File: config.mk
export PLATFORM = sky130hd
export DESIGN_NAME = raw10_unpacker
export DESIGN_NICKNAME = d
export VERILOG_FILES = /design/src/rtl/raw10_unpacker.sv
export SDC_FILE = /design/constraint.sdc
export NUM_CORES = 1
export LEC_CHECK = 0
export CAP_MARGIN = 20
export CORE_ASPECT_RATIO = 1.1
export CORE_UTILIZATION = 48
export CTS_CLUSTER_SIZE = 28
export DETAILED_ROUTE_END_ITERATION = 12
export PLACE_DENSITY = 0.74
export SLEW_MARGIN = 30
export SYNTH_ARGS = -nofsm -noshare
export SYNTH_HDL_FRONTEND = slang
export SYNTH_SLANG_ARGS = --single-unit
File: constraint.sdc
create_clock -name clock -period 4.9 [get_ports clock]
set_clock_uncertainty 0.1 [all_clocks]
set_input_delay 1.47 -clock clock [delete_from_list [all_inputs] [get_ports clock]]
set_output_delay 1.47 -clock clock [all_outputs]
set_load 0.02 [all_outputs]
File: src/rtl/raw10_unpacker.sv
// CSI-2 RAW10 payload unpacker: 4-byte beats in, groups of 4 x 10-bit pixels out.
// Tracks word_count so short final beats and truncated or over-long packets end deterministically.
module raw10_unpacker #(
  parameter logic [5:0] DATA_TYPE       = 6'h2B,
  parameter bit         MATCH_CHANNEL   = 1'b0,
  parameter logic [1:0] VIRTUAL_CHANNEL = 2'd0
) (
  input  logic             clock,
  input  logic             reset,
  input  logic             interrupt,
  input  logic [1:0]       virtual_channel,
  input  logic [5:0]       image_data_type,
  input  logic [15:0]      word_count,
  input  logic [3:0][7:0]  image_data,
  input  logic             image_data_enable,
  output logic [3:0][9:0]  pixel,
  output logic             pixel_enable,
  output logic             length_error
);

  typedef enum logic [1:0] {IDLE, ACTIVE, WAIT_END} state_t;

  state_t           state_reg, state_next;
  logic             interrupt_q_reg;
  logic [15:0]      remaining_reg, remaining_next;
  logic [3:0]       buf_count_reg, buf_count_next;
  logic [3:0][7:0]  buf_reg, buf_next;
  logic [3:0][9:0]  pixel_reg, pixel_next;
  logic             pixel_enable_reg, pixel_enable_next;
  logic             length_error_reg, length_error_next;

  logic             start;
  logic             accept;
  logic [2:0]       take;
  logic [3:0]       total;
  logic [3:0]       count_after;
  logic [15:0]      remaining_after;
  logic [7:0][7:0]  merged;
  logic [3:0][9:0]  group;

  assign start  = interrupt & ~interrupt_q_reg;
  assign accept = (image_data_type == DATA_TYPE) &&
                  (!MATCH_CHANNEL || (virtual_channel == VIRTUAL_CHANNEL));

  // Only the first min(4, remaining) bytes of a beat belong to the payload.
  assign take            = (remaining_reg >= 16'd4) ? 3'd4 : remaining_reg[2:0];
  assign total           = buf_count_reg + {1'b0, take};
  assign count_after     = (total >= 4'd5) ? (total - 4'd5) : total;
  assign remaining_after = remaining_reg - {13'd0, take};

  // merged = buffered bytes followed by the new beat, oldest byte at index 0.
  genvar gi;
  generate
    for (gi = 0; gi < 8; gi++) begin : g_merge
      logic [3:0] rel;
      logic [7:0] beat_byte;
      assign rel       = 4'(gi) - buf_count_reg;
      assign beat_byte = (rel < 4'd4) ? image_data[rel[1:0]] : 8'h00;
      if (gi < 4) begin : g_buf
        assign merged[gi] = (4'(gi) < buf_count_reg) ? buf_reg[gi] : beat_byte;
      end else begin : g_new
        assign merged[gi] = beat_byte;
      end
    end
    for (gi = 0; gi < 4; gi++) begin : g_pix
      assign group[gi] = {merged[gi], merged[4][2*gi+1 -: 2]};
    end
  endgenerate

  always_comb begin
    state_next        = state_reg;
    remaining_next    = remaining_reg;
    buf_count_next    = buf_count_reg;
    buf_next          = buf_reg;
    pixel_next        = pixel_reg;
    pixel_enable_next = 1'b0;
    length_error_next = 1'b0;
    case (state_reg)
      IDLE: begin
        if (start) begin
          if (accept && (word_count != 16'd0)) begin
            state_next     = ACTIVE;
            remaining_next = word_count;
            buf_count_next = 4'd0;
          end else begin
            state_next = WAIT_END;
          end
        end
      end
      ACTIVE: begin
        if (!interrupt) begin
          state_next        = IDLE;
          buf_count_next    = 4'd0;
          length_error_next = 1'b1;
        end else if (image_data_enable) begin
          remaining_next = remaining_after;
          buf_count_next = count_after;
          if (total >= 4'd5) begin
            pixel_next        = group;
            pixel_enable_next = 1'b1;
            buf_next          = {8'h00, merged[7], merged[6], merged[5]};
          end else begin
            buf_next = merged[3:0];
          end
          if (remaining_after == 16'd0) begin
            state_next        = WAIT_END;
            length_error_next = (count_after != 4'd0);
          end
        end
      end
      WAIT_END: begin
        if (!interrupt) state_next = IDLE;
      end
      default: state_next = IDLE;
    endcase
  end

  // interrupt_q resets high so a packet already in flight is not seen as a new start.
  always_ff @(posedge clock) begin
    if (reset) begin
      state_reg        <= IDLE;
      interrupt_q_reg  <= 1'b1;
      remaining_reg    <= 16'd0;
      buf_count_reg    <= 4'd0;
      buf_reg          <= '0;
      pixel_reg        <= '0;
      pixel_enable_reg <= 1'b0;
      length_error_reg <= 1'b0;
    end else begin
      state_reg        <= state_next;
      interrupt_q_reg  <= interrupt;
      remaining_reg    <= remaining_next;
      buf_count_reg    <= buf_count_next;
      buf_reg          <= buf_next;
      pixel_reg        <= pixel_next;
      pixel_enable_reg <= pixel_enable_next;
      length_error_reg <= length_error_next;
    end
  end

  assign pixel        = pixel_reg;
  assign pixel_enable = pixel_enable_reg;
  assign length_error = length_error_reg;

endmodule

==> results.md, run 1 <==
- Element type at the critical path end: flip-flop
- Final WS setup: 0.469 ns
- Post-synth EDFFs: 0
- Ys Warns: 0
- Syn_nets: roughly 760
- Final min period: approximately 4.4 ns
- Crit path kind: flip-flop to flip-flop
- Share of cells above drive strength 1: 11.1%
- CTS resizes: 0
- Main flop type after synthesis: dfxtp_1
- H-tree depth: 3
- Overall Power: around 1.7 mW
- Yosys cell types: 63
- # setup viols final: 0
- Setup Slack @ Placement: 0.544 ns
- Clk root buf: clkbuf_16
- Max_slew headroom: 39.3%
- Die area: 0.0126 mm²
- Count leader, synth: nor2_1
- Period utilization: about nine tenths
- Post-Syn Instances: about 690
- Worst Hold Class: flip-flop to flip-flop
- Post-CTS Setup Bufs: 0
- First drt pass iteration count: 5
- N_diodes: 0
- Max-Cap Viols: 0
- Mux cell area share after synthesis: between 10 and 15%
- Cell taking the most area after synthesis: dfxtp_1
- Post-synthesis compound-gate area fraction: between 20 and 25%
- Fmax achieved: 226 MHz
- Synth Area in Simple Gates: 20.7%
- CORE AREA: 0.0116 mm²
- Via-to-Cell Ratio: about 6.3
- Hold path depth: 2
- Post-DP HPWL: around 12 mm
- Ports: approximately 100
- Initial antenna violation count: 0
- Worst setup SP type: flip-flop
- # port buffers: slightly below 100
- Most frequent cells after synthesis: 108 x nor2_1, 97 x dfxtp_1, 52 x clkbuf_1
- Final Hold Viols: 0
- Max-slew violations: 0
- CTS Buf Count: 9
- Drt initial violations: 480
- Leak: about 2.5 nW
- Tot GR Track Use: 27.8%
- Async S/R FF share, synth: 0%
- Yosys top cell area share: approximately 33%
- Wire per inst: roughly 19 µm
- TNS Setup: 0 ns
- Detailed Route WL: 16.9 mm
- Worst Tran Pin Value: approximately 0.9 ns
- Skew-Pair Late Insertion Delay: approximately 0.36 ns
- Synthesized cell area: slightly below 0.006 mm²
- Seq/Total Area, Yosys: between 30% and 40%
- R2R cell count: 14
- Largest family of logic cells by synthesized area: compound AO/OA/AOI/OAI gates
- Die X: about 110 µm
- Core Rows: approximately 40
- Clk sinks: just under 100
- Status: finished clean
- Vias: approximately 5.7k
- Crit path DAT: approximately 4.5 ns
- Post-Synth Adder-Cell Area: about 3.1%
- Initial core utilization: about half
- Die Y: roughly 120 µm
- Layout area overhead: 23.9%
- Synth Area per Inst: 8.48 µm²
- P per Cell Area: approximately 230 mW/mm²
- Number of global-route vias before repair: 5331
- Detailed-route DRC error count: 0
- Synthesized flop and latch total: 97
- Xor and xnor area share after synthesis: under 10%
- GPL Wtd Cong: 0.919
- CTS tree: done
- Final core utilization: around three fifths
- # hold bufs at CTS: 0
- Largest register FFs: 40
- Grt total ovfl: 0
- First-pass GRT wire length: roughly 28 mm
- Total Nets Final: around 830
- Largest cells by area after synthesis: dfxtp_1 33%, mux4_2 9.7%, nor2_1 7.0%
- Routed Antenna Nets: 0
- Critical Path Fanout Max: 40
- Reg2Reg Setup Slack: between 0.4 and 0.5 ns
- Clock-pin slew on the worst setup and hold paths: 0.07 ns
- RSZ-0062 raised after global routing: false
- Worst ir drop on vdd: 170 µV
- Clock Path Buffers: 2
- Largest net degree at the start of global routing: 54
- Worst EP required: 5.00 ns
-- metal layers --
layer / routed length, µm / up-vias / GRT usage [%]
met4: 585 / 0 / 14.0
li1: - / 2711 / -
met2: 8120 / 266 / 44.3
met1: 7070 / 2670 / 37.0
met5: 0 / - / 0
met3: 1100 / 39 / 3.38
-- area by class of cell --
cell class	count	area, µm²
fillers	1023	4430
well taps	150	188
inverters	12	45.0
clock buffers	9	225
multi-input cells	519	3650
repair buffers	112	1100
flip-flops and latches	97	1940
clock inverters	7	68.8
-- critical path: stages (launching register included) --
cell and delay (ns):
dfxtp_1 0.41, or4_4 0.59, nor4_4 0.51, and2_2 0.23, ha_1 0.15, inv_1 0.05, fa_1 0.51, ha_1 0.29
nand2b_1 0.11, nand2_1 0.14, o21ai_4 0.24, buf_4 0.47, nor2_1 0.11, a311oi_1 0.28, nor3_1 0.07
-- power breakdown --
| part | switching [mW] | total, mW | internal (mW) |
|---|---|---|---|
| Sequential | 0.00124 | 0.790 | 0.789 |
| Clock | 0.319 | 0.714 | 0.395 |
| Combinational | 0.0781 | 0.157 | 0.0787 |
| Total | 0.399 | 1.66 | 1.26 |
-- metrics by stage --
stage | instances | cell area [µm²] | hold WS, ns
after floorplan | 687 | 5830 | 0.356
after global placement | 890 | 6910 | 0.343
after detailed placement | 890 | 6920 | 0.350
after CTS | 906 | 7210 | 0.367
after global routing | 906 | 7220 | 0.389
final | 906 | 7220 | 0.365
-- path summary, 6_finish.rpt --
kind | start | end
min | pixel[39] | pixel[39]
max | remaining_reg[3] | buf_reg[21]
max reg2reg | remaining_reg[3] | buf_reg[21]
min reg2reg | pixel[39] | pixel[39]
-- cells by family (layout without fill, tap and decap cells) --
kind of cell / after synthesis / count (layout)
and+or+nand+nor: 254 / 254
AOI/OAI and AO/OA: 192 / 192
DFF: 97 / 97
buffers and inverters: 71 / 140
muxes: 51 / 51
adders and majority gates: 14 / 14
xor gates and xnor gates: 7 / 7
other: 1 / 1
-- cells in the final DEF (no fill, tap or decap), types with 9 or more instances in the layout --
| master | n |
|---|---|
| clkbuf_16 | 9 |
| dfxtp_1 | 96 |
| mux4_2 | 25 |
| mux2i_1 | 18 |
| ha_1 | 12 |
| a311oi_1 | 16 |
| a21oi_1 | 40 |
| a211oi_1 | 42 |
| nand3_1 | 9 |
| nor3_1 | 33 |
| nand2_1 | 48 |
| nor2_1 | 108 |
| a22oi_1 | 27 |
| clkdlybuf4s50_1 | 98 |
| nor4_1 | 11 |
| buf_4 | 12 |
| o21ai_0 | 24 |
| inv_1 | 11 |
Note: power is estimated with default switching activity, not from simulation.
==> run 2: changes to the inputs <==
--- a/config.mk
+++ b/config.mk
@@ -8,7 +8,7 @@
 export CAP_MARGIN = 20
 export CORE_ASPECT_RATIO = 1.1
 export CORE_UTILIZATION = 48
-export CTS_CLUSTER_SIZE = 28
+export CTS_CLUSTER_SIZE = 30
 export DETAILED_ROUTE_END_ITERATION = 12
 export PLACE_DENSITY = 0.74
 export SLEW_MARGIN = 30
==> constraint.sdc (replaced) <==
create_clock -name clock -period 4.41 [get_ports clock]
set_clock_uncertainty 0.1 [all_clocks]
set_input_delay 1.323 -clock clock [delete_from_list [all_inputs] [get_ports clock]]
set_output_delay 1.323 -clock clock [all_outputs]
set_load 0.02 [all_outputs]
==> run 2 against run 1 <==
Worst hold slack worse by 0.0096 ns. Global-route usage is 0.39 points lower. Clock-buffer cell count up 2. Highest routed layer unchanged. Fmax is 5.6% higher. Worst setup slack worse by 0.26 ns. Sequential share of layout area fell by 0.13 points. Sequential cell count is the same. Clock power rose by 17%.
==> results.md, run 2 (synthesis results as in run 1) <==
- Drt initial violations: roughly 480
- # port buffers: between 90 and 100
- First drt pass iteration count: 6
- CTS tree: done
- Fraction of power consumed by sequential logic: 46.4%
- Storage element area: approximately 0.0019 mm²
- Fmax achieved: ~240 MHz
- Largest net degree at the start of global routing: between 70 and 80
- Reg-to-reg endpoint: buf_reg[1]
- Final min period: about 4.2 ns
- Initial antenna violation count: 0
- Die X: around 110 µm
- Vias: ~5.7k
- Max-Cap Viols: 0
- H-tree depth: 3
- Worst Hold Class: flip-flop to flip-flop
- Die area: approximately 0.013 mm²
- Critical Path Source: remaining_reg[6]
- Hold endpoint: pixel[10]
- P per Cell Area: 261 mW/mm²
- Detailed Route WL: 17.0 mm
- Tot GR Track Use: a little over a quarter
- R2R cell count: 14
- Element type at the critical path end: flip-flop
- Worst EP required: 4.53 ns
- Total Nets Final: 827
- Crit path kind: flip-flop to flip-flop
- Grt total ovfl: 0
- CTS resizes: 0
- Hold path depth: 2
- Multi-input gate area: about 0.0036 mm²
- Worst Tran Pin Value: around 0.85 ns
- Die Y: 118 µm
- Layout area overhead: 24.5%
- Fillers: roughly 1k
- RSZ-0062 raised after global routing: false
- # setup viols final: 0
- Total net switching power: approximately 450 µW
- Number of global-route vias before repair: 5314
- TNS Setup: 0 ns
- Post-CTS Setup Bufs: 0
- Detailed-route DRC error count: 0
- Worst setup SP type: flip-flop
- CORE AREA: approximately 0.012 mm²
- Sw frac: a little under a quarter
- Int Power: between 1 and 1.5 mW
- CTS Buf Count: 9
- Share of cells above drive strength 1: between 10 and 15%
- Critical Path Fanout Max: 39
- # hold bufs at CTS: 0
- Clock share of power: 44.3%
- Core Rows: 41
- Design Area, Final: roughly 0.0073 mm²
- Clock-pin slew on the worst setup and hold paths: roughly 0.070 ns
- Max_slew headroom: about 43%
- Clk root buf: clkbuf_16
- Crit path DAT: 4.32 ns
- Max-slew violations: 0
- Ports: a little over 100
- Clock Path Buffers: 2
- Leak: approximately 2.5 nW
- Reg-to-Reg Start: remaining_reg[6]
- Skew-Pair Late Insertion Delay: 0.36 ns
- Logic gate share of total power: about a tenth
- Wire per inst: 18.7 µm
- Post-DP HPWL: around 12 mm
- Initial core utilization: approximately half
- Placed Area: just under 0.007 mm²
- Reg2Reg Setup Slack: 0.21 ns
- Via-to-Cell Ratio: approximately 6.3
- Hold path start: pixel[10]
- Most frequent cells in the layout: 108 x nor2_1, 98 x clkdlybuf4s50_1, 96 x dfxtp_1, 48 x nand2_1, 42 x a211oi_1
- Period utilization: 95.2%
- GPL Wtd Cong: ~0.90
- Worst ir drop on vdd: approximately 220 µV
- N_diodes: 0
- Final Hold Viols: 0
- Routed Antenna Nets: 0
- Commonest non-fill, non-tap cell in the layout: nor2_1
- First-pass GRT wire length: ~27 mm
- Clk sinks: 97
- Largest register FFs: 40
- Status: finished clean
-- run 2: changes by cell type in the layout (fill, tap and decap cells not counted), sizes merged --
cell / delta
clkbuf: +2
buf: +2
clkinv: -2
-- run 2: final cells by class --
class	instances	share of cell area [%]
clock buffer	11	3.49
clock inverter	5	0.863
inverter	12	0.621
multi-input combinational	519	50.3
sequential	97	26.8
tap	150	2.59
timing repair buffer	114	15.3
-- run 2: stage by stage --
step	hold WS (ns)	total power [mW]	util [%]	worst slack, ns	cells
after detailed placement	0.347	1.07	59.5	0.330	892
after global placement	0.344	1.07	59.4	0.442	892
final	0.356	1.89	62.3	0.213	908
after CTS	0.356	1.90	62.2	0.269	908
after global routing	0.381	1.94	62.3	0.0274	908
after floorplan	0.356	0.980	-	0.605	687
-- run 2: worst max-delay path by stage --
| stage | to | slack (ns) | depth (start not counted) |
|---|---|---|---|
| after detailed placement | buf_reg[4] | 0.33 | 14 |
| after global routing | buf_reg[20] | 0.03 | 14 |
| final | buf_reg[1] | 0.21 | 14 |
| after CTS | buf_reg[1] | 0.27 | 14 |
| after global placement | buf_reg[21] | 0.44 | 14 |
| after floorplan | pixel[0] | 0.61 | 14 |
-- run 2: critical path: stages, from the launching register on --
cell and delay (ns):
dfxtp_1 0.40, or4_1 0.70, nor4_4 0.25, and2_2 0.20, ha_1 0.15, inv_1 0.05, fa_1 0.52, ha_1 0.29
nand2b_1 0.11, nand2_1 0.14, o21ai_4 0.19, buf_4 0.45, nor2_1 0.10, a311oi_1 0.30, nor3_1 0.09
-- run 2: power groups by stage --
stage          Clock (mW)  Sequential (mW)  Combinational [mW]
5_1_grt             0.878            0.878               0.187
4_1_cts             0.847            0.878               0.173
3_5_place_dp            0            0.898               0.173
2_1_floorplan           0            0.898              0.0820
6_report            0.837            0.878               0.177
3_3_place_gp            0            0.898               0.169
-- run 2: per-layer routing --
metal  global-route usage, %  wire length (µm)
met1                    35.2              6860
met4                    14.3               664
met5                       0                 0
met3                    4.82              1450
met2                    43.7              8000
==> run 3: changes to the inputs <==
--- a/config.mk
+++ b/config.mk
@@ -7,10 +7,12 @@
 export LEC_CHECK = 0
 export CAP_MARGIN = 20
 export CORE_ASPECT_RATIO = 1.1
-export CORE_UTILIZATION = 48
+export CORE_UTILIZATION = 54
+export CTS_CLUSTER_DIAMETER = 200
 export CTS_CLUSTER_SIZE = 30
 export DETAILED_ROUTE_END_ITERATION = 12
-export PLACE_DENSITY = 0.74
+export GPL_ROUTABILITY_DRIVEN = 1
+export PLACE_DENSITY = 0.81
 export SLEW_MARGIN = 30
 export SYNTH_ARGS = -nofsm -noshare
 export SYNTH_HDL_FRONTEND = slang
==> run 3 against run 2 <==
Sequential cell count unchanged. Global-route usage increased by 4.0 points. Design area increased by 0.22%. Worst hold slack improved by 0.0063 ns. Highest routed layer unchanged.
==> results.md, run 3 (synthesis results as in run 1) <==
- Status: finished clean
- Final WS setup: 0.343 ns
- Final min period: about 4.1 ns
- # hold bufs at CTS: 0
- Storage element area: 0.00194 mm²
- RSZ-0062 raised after global routing: false
- Critical Path Most Common Cell: ha_1
- Number of global-route vias before repair: ~5.4k
- Reg2Reg Setup Slack: 0.34 ns
- Fmax achieved: 246 MHz
- Max_slew headroom: 43.7%
- First-pass GRT wire length: roughly 27 mm
- Worst Tran Pin Value: approximately 0.84 ns
- Total Nets Final: approximately 830
- Initial core utilization: a little under three fifths
- Skew-Pair Late Insertion Delay: about 0.35 ns
- Via-to-Cell Ratio: 6.39
- Share of cells above drive strength 1: between 10% and 20%
- Wire per inst: 18.9 µm
- Worst ir drop on vdd: roughly 150 µV
- R2R cell count: 13
- Die Y: 111 µm
- Max-Cap Viols: 0
- Most frequent cells in the layout: 108 x nor2_1, 98 x clkdlybuf4s50_1, 96 x dfxtp_1, 48 x nand2_1, 42 x a211oi_1
- Cell class contributing the biggest share of worst-path delay: simple AND/OR/NAND/NOR gates
- Reg-to-Reg Start: remaining_reg[15]
- Grt total ovfl: 0
- Tot GR Track Use: approximately a third
- Reg-to-reg endpoint: length_error
- Clock-pin slew on the worst setup and hold paths: ~0.070 ns
- Die area: between 0.01 and 0.015 mm²
- Clk root buf: clkbuf_16
- TNS Setup: 0 ns
- Hold path depth: 2
- Worst hold slack: about 0.36 ns
- GPL Wtd Cong: 0.927
- CTS tree: done
- Final Hold Viols: 0
- Critical Path Fanout Max: 7
- Die X: slightly above 100 µm
- Fillers: approximately 870
- CTS resizes: 0
- Ports: just over 100
- Max-slew violations: 0
- Setup Slack @ Placement: roughly 0.34 ns
- Detailed Route WL: 17.1 mm
- Leak: 2.54 nW
- Hold path start: pixel[30]
- Largest register FFs: 40
- Layout area overhead: 24.7%
- Crit path buf inv count: 1
- Crit path largest cell delay: between 0.5 and 0.6 ns
- Element type at the critical path end: flip-flop
- Worst EP required: approximately 4.5 ns
- CORE AREA: roughly 0.010 mm²
- CTS Buf Count: 9
- Hold endpoint: pixel[30]
- Crit path max-delay cell type: or4_4
- Clk sinks: a little under 100
- Clock Path Buffers: 2
- Initial antenna violation count: 0
- Routed Antenna Nets: 0
- Post-DP HPWL: between 10 and 15 mm
- N_diodes: 0
- Largest net degree at the start of global routing: about 60
- Crit path DAT: 4.17 ns
- Worst setup SP type: flip-flop
- Post-CTS Setup Bufs: 0
- Detailed-route DRC error count: 0
- Crit path kind: flip-flop to flip-flop
- H-tree depth: 3
- # setup viols final: 0
- Crit-path cells: or4_4, nor4_4, and2_2, ha_1, inv_1, fa_1, ha_1, nand2b_1, nand2_1, o21ai_4, mux2i_1, a2111oi_0, a2111oi_2
- Drt initial violations: ~600
- Core Rows: 39
- Commonest non-fill, non-tap cell in the layout: nor2_1
- Vias: just under 6k
- Multi-input gate area: around 0.0036 mm²
- Period utilization: approximately 92%
- P per Cell Area: approximately 260 mW/mm²
- First drt pass iteration count: 5
- Worst Hold Class: flip-flop to flip-flop
- # port buffers: between 90 and 100
==> run 3: routing by layer <==
layer  up-vias  global-route usage, %  wire length, µm
met5         -                      0                0
met4         0                   17.1              785
met3        47                   5.49             1110
met2       268                   52.4             8470
met1      2747                   38.3             6730
li1       2725                      -                -
==> run 3: power breakdown <==
group / switching [mW] / total, mW / internal [mW]
sequential: 0.00123 / 0.878 / 0.877
clock: 0.350 / 0.806 / 0.456
combinational: 0.0900 / 0.179 / 0.0888
==> run 3: worst min-delay path, stage by stage, from the launching register on <==
cell and delay [ns]:
dfxtp_1 0.31, nand2_1 0.05, a21oi_1 0.05
==> run 3: worst max path at each step <==
stage	end	startpoint	slack, ns	cells past startpoint
6_report	length_error	remaining_reg[15]	0.34	13
5_1_grt	length_error	remaining_reg[12]	0.08	13
4_1_cts	length_error	remaining_reg[12]	0.34	13
3_5_place_dp	length_error	remaining_reg[12]	0.34	13
3_3_place_gp	length_error	remaining_reg[15]	0.40	13
2_1_floorplan	pixel[0]	remaining_reg[12]	0.61	14
==> run 3: per-stage QoR <==
step | util (%) | power, mW | cell area, µm² | std cells
2_1_floorplan | - | 0.980 | 5830 | 687
3_3_place_gp | 66.6 | 1.07 | 6950 | 890
3_5_place_dp | 66.6 | 1.07 | 6950 | 890
4_1_cts | 69.5 | 1.86 | 7260 | 905
5_1_grt | 69.6 | 1.91 | 7270 | 905
6_report | 69.6 | 1.86 | 7270 | 905
==> run 3: cell type report <==
class                   instances  share of cell area [%]
multi-input cells             519                    50.2
flip-flops and latches         97                    26.7
repair buffers                119                    15.8
clock buffers                  10                    3.29
well taps                     143                    2.46
clock inverters                 5                   0.878
inverters                      12                   0.620
